File: config.mk
export PLATFORM = sky130hd
export DESIGN_NAME = seq_timing_unit
export DESIGN_NICKNAME = d
export VERILOG_FILES = /design/src/rtl/seq_timing_unit.sv
export SDC_FILE = /design/constraint.sdc
export NUM_CORES = 1
export LEC_CHECK = 0
export ABC_AREA = 1
export CORE_MARGIN = 10
export CORE_UTILIZATION = 36
export CTS_BUF_LIST = sky130_fd_sc_hd__clkbuf_8
export DETAILED_ROUTE_END_ITERATION = 8
export PLACE_DENSITY = 0.84
export SYNTH_ARGS = -nofsm -noshare
export SYNTH_HDL_FRONTEND = slang
export SYNTH_SLANG_ARGS = --single-unit
export TNS_END_PERCENT = 50
File: constraint.sdc
create_clock -name clk -period 2.3 [get_ports clk]
set_input_delay 0.46 -clock clk [delete_from_list [all_inputs] [get_ports clk]]
set_output_delay 0.46 -clock clk [all_outputs]
set_load 0.005 [all_outputs]
File: src/rtl/seq_timing_unit.sv
`default_nettype none
// ============================================================================
// Module  : seq_timing_unit
// Brief   : T-state sequence counter and datapath strobe decoder with memory
//           wait handling, wait timeout, HALT/resume and register selects.
// Rev     : 1.0  initial release
// ============================================================================
module seq_timing_unit #(
  parameter int DATA_W   = 19,
  parameter int NUM_GPR  = 4,
  parameter int MAX_T    = 8,
  parameter int WAIT_MAX = 15
) (
  input  logic                clk,
  input  logic                rst_n,
  input  logic [DATA_W-1:0]   ir_i,
  input  logic [DATA_W-1:0]   dr_i,
  input  logic [DATA_W-1:0]   ac_i,
  input  logic                mem_ready_i,
  input  logic                resume_i,
  output logic [MAX_T-1:0]    t_o,
  output logic                pc_bus_o,
  output logic                ld_ar_o,
  output logic                ld_pc_o,
  output logic                inc_pc_o,
  output logic                ld_ir_o,
  output logic                ld_dr_o,
  output logic                ld_ac_o,
  output logic                stk_push_o,
  output logic                alu_go_o,
  output logic                mem_rd_o,
  output logic                mem_wr_o,
  output logic [NUM_GPR-1:0]  reg_ld_o,
  output logic [NUM_GPR-1:0]  reg_bus_o,
  output logic                halted_o,
  output logic                timeout_o
);

  localparam int RIDX_W = (NUM_GPR > 1) ? $clog2(NUM_GPR) : 1;
  localparam int SC_W   = $clog2(MAX_T);
  localparam int WC_W   = $clog2(WAIT_MAX + 1);

  localparam logic [2:0] c_op_halt  = 3'd0;
  localparam logic [2:0] c_op_jmp   = 3'd1;
  localparam logic [2:0] c_op_call  = 3'd2;
  localparam logic [2:0] c_op_load  = 3'd3;
  localparam logic [2:0] c_op_store = 3'd4;
  localparam logic [2:0] c_op_beq   = 3'd5;
  localparam logic [2:0] c_op_bne   = 3'd6;
  localparam logic [2:0] c_op_alu   = 3'd7;

  localparam logic [SC_W-1:0] c_t0     = SC_W'(0);
  localparam logic [SC_W-1:0] c_t1     = SC_W'(1);
  localparam logic [SC_W-1:0] c_t2     = SC_W'(2);
  localparam logic [SC_W-1:0] c_t3     = SC_W'(3);
  localparam logic [SC_W-1:0] c_t4     = SC_W'(4);
  localparam logic [SC_W-1:0] c_t5     = SC_W'(5);
  localparam logic [SC_W-1:0] c_t6     = SC_W'(6);
  localparam logic [SC_W-1:0] c_t_last = SC_W'(MAX_T - 1);
  localparam logic [WC_W-1:0] c_wait_max = WC_W'(WAIT_MAX);

  logic [SC_W-1:0]    r_sc, w_sc_nxt;
  logic [WC_W-1:0]    r_wait_cnt, w_wait_nxt;
  logic               r_eq, r_timeout, w_timeout_nxt;
  logic [2:0]         w_op;
  logic [RIDX_W-1:0]  w_idx;
  logic [NUM_GPR-1:0] w_sel;
  logic               w_ir_unused;
  logic               w_rd_req, w_wr_req, w_req, w_expired, w_accept, w_wait;
  logic               w_pc_bus, w_ld_ar, w_ld_pc, w_inc_pc, w_ld_ir, w_ld_dr, w_ld_ac;
  logic               w_push, w_alu, w_reg_ld_en, w_reg_bus_en, w_halt, w_clear;

  assign w_op        = ir_i[DATA_W-1 -: 3];
  assign w_idx       = ir_i[DATA_W-4 -: RIDX_W];
  assign w_ir_unused = ^ir_i;

  // Out-of-range indices match no bit, so the selects come out all-zero.
  for (genvar g = 0; g < NUM_GPR; g++) begin : g_sel
    assign w_sel[g] = (w_idx == RIDX_W'(g));
  end

  assign w_rd_req  = (r_sc == c_t1) || ((r_sc == c_t3) && (w_op == c_op_load));
  assign w_wr_req  = (r_sc == c_t3) && (w_op == c_op_store);
  assign w_req     = w_rd_req || w_wr_req;
  assign w_expired = w_req && (r_wait_cnt == c_wait_max);
  assign w_accept  = w_req && mem_ready_i && !w_expired;
  assign w_wait    = w_req && !mem_ready_i && !w_expired;

  always_comb begin
    w_pc_bus = 1'b0; w_ld_ar = 1'b0; w_ld_pc = 1'b0; w_inc_pc = 1'b0;
    w_ld_ir = 1'b0; w_ld_dr = 1'b0; w_ld_ac = 1'b0; w_push = 1'b0;
    w_alu = 1'b0; w_reg_ld_en = 1'b0; w_reg_bus_en = 1'b0;
    w_halt = 1'b0; w_clear = 1'b0;
    case (r_sc)
      c_t0: begin w_pc_bus = 1'b1; w_ld_ar = 1'b1; end
      c_t1: begin w_ld_ir = w_accept; w_inc_pc = w_accept; end
      c_t2: begin
        if (w_op == c_op_halt)       w_halt  = 1'b1;
        else if (w_op <= c_op_store) w_ld_ar = 1'b1;
      end
      c_t3: begin
        case (w_op)
          c_op_jmp:   begin w_ld_pc = 1'b1; w_clear = 1'b1; end
          c_op_call:  begin w_push = 1'b1; w_pc_bus = 1'b1; end
          c_op_load:  begin w_reg_ld_en = w_accept; w_clear = w_accept; end
          c_op_store: begin w_reg_bus_en = !w_expired; w_clear = w_accept; end
          c_op_beq, c_op_bne: w_ld_dr = 1'b1;
          c_op_alu:   w_alu = 1'b1;
          default: ;
        endcase
      end
      c_t4: begin
        case (w_op)
          c_op_call: begin w_ld_pc = 1'b1; w_clear = 1'b1; end
          c_op_beq, c_op_bne: w_ld_ac = 1'b1;
          c_op_alu:  begin w_reg_ld_en = 1'b1; w_clear = 1'b1; end
          default: ;
        endcase
      end
      c_t6: begin
        if (w_op == c_op_beq)      begin w_ld_pc = r_eq;  w_clear = 1'b1; end
        else if (w_op == c_op_bne) begin w_ld_pc = !r_eq; w_clear = 1'b1; end
      end
      default: ;
    endcase
  end

  always_comb begin
    w_sc_nxt      = r_sc + 1'b1;
    w_wait_nxt    = '0;
    w_timeout_nxt = r_timeout;
    if (w_halt) begin
      w_sc_nxt = r_sc;
      if (resume_i) begin
        w_sc_nxt      = c_t0;
        w_timeout_nxt = 1'b0;
      end
    end else if (w_expired) begin
      w_sc_nxt = c_t0;
    end else if (w_wait) begin
      w_sc_nxt   = r_sc;
      w_wait_nxt = r_wait_cnt + 1'b1;
      if (w_wait_nxt == c_wait_max) w_timeout_nxt = 1'b1;
    end else if (w_clear) begin
      w_sc_nxt = c_t0;
    end else if (r_sc == c_t_last) begin
      // Running off the end of the T-states means a malformed sequence.
      w_sc_nxt      = c_t0;
      w_timeout_nxt = 1'b1;
    end
  end

  always_ff @(posedge clk or negedge rst_n) begin
    if (!rst_n) begin
      r_sc       <= c_t0;
      r_wait_cnt <= '0;
      r_eq       <= 1'b0;
      r_timeout  <= 1'b0;
    end else begin
      r_sc       <= w_sc_nxt;
      r_wait_cnt <= w_wait_nxt;
      r_timeout  <= w_timeout_nxt;
      if ((r_sc == c_t5) && ((w_op == c_op_beq) || (w_op == c_op_bne)))
        r_eq <= (dr_i == ac_i);
    end
  end

  // T0 decodes to active strobes, so reset must mask them combinationally.
  assign t_o        = MAX_T'(1) << r_sc;
  assign pc_bus_o   = rst_n & w_pc_bus;
  assign ld_ar_o    = rst_n & w_ld_ar;
  assign ld_pc_o    = rst_n & w_ld_pc;
  assign inc_pc_o   = rst_n & w_inc_pc;
  assign ld_ir_o    = rst_n & w_ld_ir;
  assign ld_dr_o    = rst_n & w_ld_dr;
  assign ld_ac_o    = rst_n & w_ld_ac;
  assign stk_push_o = rst_n & w_push;
  assign alu_go_o   = rst_n & w_alu;
  assign mem_rd_o   = rst_n & w_rd_req & !w_expired;
  assign mem_wr_o   = rst_n & w_wr_req & !w_expired;
  assign reg_ld_o   = {NUM_GPR{rst_n & w_reg_ld_en}} & w_sel;
  assign reg_bus_o  = {NUM_GPR{rst_n & w_reg_bus_en}} & w_sel;
  assign halted_o   = rst_n & w_halt;
  assign timeout_o  = r_timeout;

endmodule
`default_nettype wire

==> reports/summary.md, run 1 <==
Yosys
* number of distinct standard cells referenced by the synthesized netlist: 27
* Post-Syn Area per Cell: 6.34 sq um
* Gate Count Post-Synth: 195
* Syn Std Cell Area: 0.00124 sq mm
* Synth area leaders: sky130_fd_sc_hd__dfrtp_1 (18%), sky130_fd_sc_hd__nand2_1 (13%), sky130_fd_sc_hd__ha_1 (10%), sky130_fd_sc_hd__inv_1 (9.4%), sky130_fd_sc_hd__nor2_1 (7.3%)
* total nets after synthesis: 266
* share of synthesized area occupied by flip-flops and latches: 18.2%
* xor-xnor portion of the synthesized cell area: 10.6%
* synthesis-stage register bit count: 9
* Synth area leader: sky130_fd_sc_hd__dfrtp_1
* main combinational cell family by area after synthesis: simple AND/OR/NAND/NOR gates
* portion of synthesized cell area occupied by the leading cell type: 18.2%
* Synth Warn #: 0
* synthesized-area fraction occupied by adder cells: 10.1%
* share of synthesized cell area in and, or, nand and nor gates: 42.3%
* mux contribution to synthesized area: 0%
* share of the synthesized area in compound gates (AO/OA/AOI/OAI): 6.17%

Global routing
* overall routing resource usage: 15.2%
* residual overflow from global routing: 0
* global-route wire length before repair: 7730 microns
* pin count of the biggest net entering global routing: 15
* vias in the first global route: 1,650
* number of antenna violations at the first check in global routing: 0

STA
* setup repair after global routing missed its margin: yes
* number of endpoints failing setup at the final stage: 0
* Fin. Hold Viols: 0
* worst slew margin relative to its limit: 85.8%
* Worst-Margin Slew: 211 ps
* min cycle time layout: 2270 ps
* max frequency: 440 MHz
* ratio of final minimum period to clock period: 98.7%
* skew final: 1.98 ps
* total count of max-transition violations in the final report: 0
* PnR worst setup slack: 29.0 ps

Critical path
* CP Buf/Inv Count: 5
* CP Capture Type: output port
* critical path start-end classification: flip-flop to output port
* Slowest cell on crit path: sky130_fd_sc_hd__clkdlybuf4s50_1
* critical path data arrival time: 1810 ps
* slowest cell delay on critical path: 500 ps
* Required @ worst endpoint: 1840 ps
* Max FO, Critical Path: 4
* crit-path leading delay family: buffers and inverters
* startpoint class of the critical path: flip-flop
* launch point of the critical path: r_sc[1]
* beginning of the worst register-to-register path: r_sc[0]
* cells along the critical path: buf_6 -> inv_2 -> buf_4 -> ha_2 -> nand2_2 -> inv_1 -> clkdlybuf4s50_1

Route
* 1st-pass router iterations: 4
* Avg WL per Cell: 14.3 microns
* number of DRC markers after the initial detailed-route iteration: 80
* detailed-route vias per instance: 4.64
* met1 wire length: 1860 microns
* amount of wire on met3 after detailed routing: 269 microns
* aggregate routed wire length: 5040 microns
* post-route DRC violation count: 0
* vias after detailed routing: 1,637
* DR top layer: met4
* met2 wire length: 2820 microns
* residual antenna-violating net count after detailed routing: 0

Cells and area
* most common cell after layout, fill and taps aside: sky130_fd_sc_hd__clkdlybuf4s50_1
* layout cells sized above 1: 29.3%
* cell area after layout: 0.00240 sq mm
* top library cells by usage in the layout, fill and taps aside: sky130_fd_sc_hd__clkdlybuf4s50_1 (49), sky130_fd_sc_hd__nand2_1 (38), sky130_fd_sc_hd__buf_4 (31)
* P&R area growth vs syn: 94.4%
* net count reported at finish: 379
* fraction of the core area covered by cells at the end of the flow: 72.0%
* number of diodes: 0

Clock tree
* clock insertion delay at the later pin of the skew report: 240 ps
* clock sink total: 9
* Clk pin slew, worst setup/hold paths: 40 ps
* H-tree depth: 1
* number of hold buffers added after cts: 0
* clock tree from TritonCTS: yes
* clock tree root buffer cell: sky130_fd_sc_hd__clkbuf_8
* Clock Path Buffers: 2
* TritonCTS Buffers: 3

Power
* internal portion of total power: 0.000894 W
* clock network fraction of total power: 11.9%
* switching power: 0.000628 W
* Sw Share: 41.3%
* sequential share of power: 16.0%
* highest ir drop seen on vdd: 0.476 mV
* pwr dens: 633 mW/mm^2
* static leakage: 1.28 nW
* combinational share of power: 72.1%

Run status
* status: finished clean

Run
* Maximum Capacitance Violations: 0

Floorplan
* effective utilization at floorplan: 37.0%
* die span in y: 78.6 microns
* ports placed on the boundary: 90
* Floorplan Core Area: 0.00334 sq mm
* die width: 78.6 microns
* Placement Rows: 21
* DIE AREA: 0.00618 sq mm

Worst hold path
* hold wc startpoint: timeout_o
* hold crit path type: flip-flop to flip-flop

Placed design
* final HPWL from detailed placement: 4030 microns
* DP Worst Slack: -548 ps
* DP Area: 0.00228 sq mm
* Buffers on Ports: 75
* routability cong.: 0.882

[power by group through the flow]
stage | combinational (W) | sequential [W] | clock [W]
3_3_place_gp | 0.000959 | 0.000231 | 0
2_1_floorplan | 0.000441 | 0.000246 | 0
5_1_grt | 0.00120 | 0.000248 | 0.000202
6_report | 0.00110 | 0.000244 | 0.000181
3_5_place_dp | 0.000983 | 0.000233 | 0
4_1_cts | 0.000978 | 0.000231 | 0.000186
[tightest hold or removal path, delay by kind of cell, from the launching register on]
kind | cells | cell delay (ps)
flops | 1 | 340
simple gates | 2 | 100
[kinds of logic after synthesis]
| logic type | count (synthesis) |
|---|---|
| buf+inv | 39 |
| compound gates | 14 |
| xor+xnor | 15 |
| flops | 9 |
| simple gates | 108 |
| fa+ha+maj | 10 |
[cell usage after synthesis (all sizes together)]
master and instances:
a21oi 2, inv 38, buf 1, xor2 5, xnor2 10, o22ai 2
nand2 47, o21ai 8, nor4 1, nor2 25, or2 1, nand3 19
a31oi 1, dfrtp 9, nand4 4, nor3 10, ha 10, a211oi 1
and2 1
[stage by stage]
| stage | TNS [ps] | power, W | std cells | hold WS (ps) |
|---|---|---|---|---|
| final | 0 | 0.00152 | 353 | 479 |
| after CTS | -190 | 0.00140 | 353 | 484 |
| after floorplan | 0 | 0.000687 | 195 | 164 |
| after detailed placement | -6920 | 0.00122 | 347 | 470 |
| after global placement | -6330 | 0.00119 | 347 | 467 |
| after global routing | -126 | 0.00165 | 353 | 535 |
[cell type report]
cell class / count / area [sq um]
clock buffer: 3 / 41.3
clock inverter: 1 / 3.75
multi-input combinational: 147 / 971
timing repair buffer: 109 / 957
sequential: 9 / 225
fill: 258 / 933
tap: 46 / 57.6
inverter: 38 / 148
[sequential cells by signal, indices dropped and copies added, names as in the netlist]
name	count
r_sc	3
timeout_o	1
r_eq	1
r_wait_cnt	4
[layer usage]
layer  vias up  global-route usage [%]
met2        47                    28.9
met4         0                    4.30
li1        839                       -
met5         -                       0
met3        14                    3.99
met1       737                    15.9
[path summary, 6_finish.rpt]
| path | depth (start not counted) | end | slack, ps |
|---|---|---|---|
| worst max-delay path | 7 | t_o[1] | 30 |
| worst min-delay path | 2 | timeout_o | 480 |
| worst max register to register | 13 | r_sc[1] | 390 |
| worst min register to register | 2 | timeout_o | 480 |
| max in group asynchronous | 2 | r_eq | 1610 |
| min in group asynchronous | 2 | r_wait_cnt[2] | 550 |
[what timing repair did]
item / in CTS / in global routing
buffers inserted: 2 / 0
endpoints found under the setup margin: 21 / 21
pin swaps: 5 / 6
gates cloned: 0 / 0
resized for setup: 71 / 25
Note: power is estimated with default switching activity, not from simulation.
==> inputs of run 2 (changes only) <==
--- a/config.mk
+++ b/config.mk
@@ -10,6 +10,7 @@
 export CORE_UTILIZATION = 36
 export CTS_BUF_LIST = sky130_fd_sc_hd__clkbuf_8
 export DETAILED_ROUTE_END_ITERATION = 8
+export HOLD_SLACK_MARGIN = 0.12
 export PLACE_DENSITY = 0.84
 export SYNTH_ARGS = -nofsm -noshare
 export SYNTH_HDL_FRONTEND = slang
==> results of run 2 <==
Final layout, timing and power as in run 1 (identical DEF).
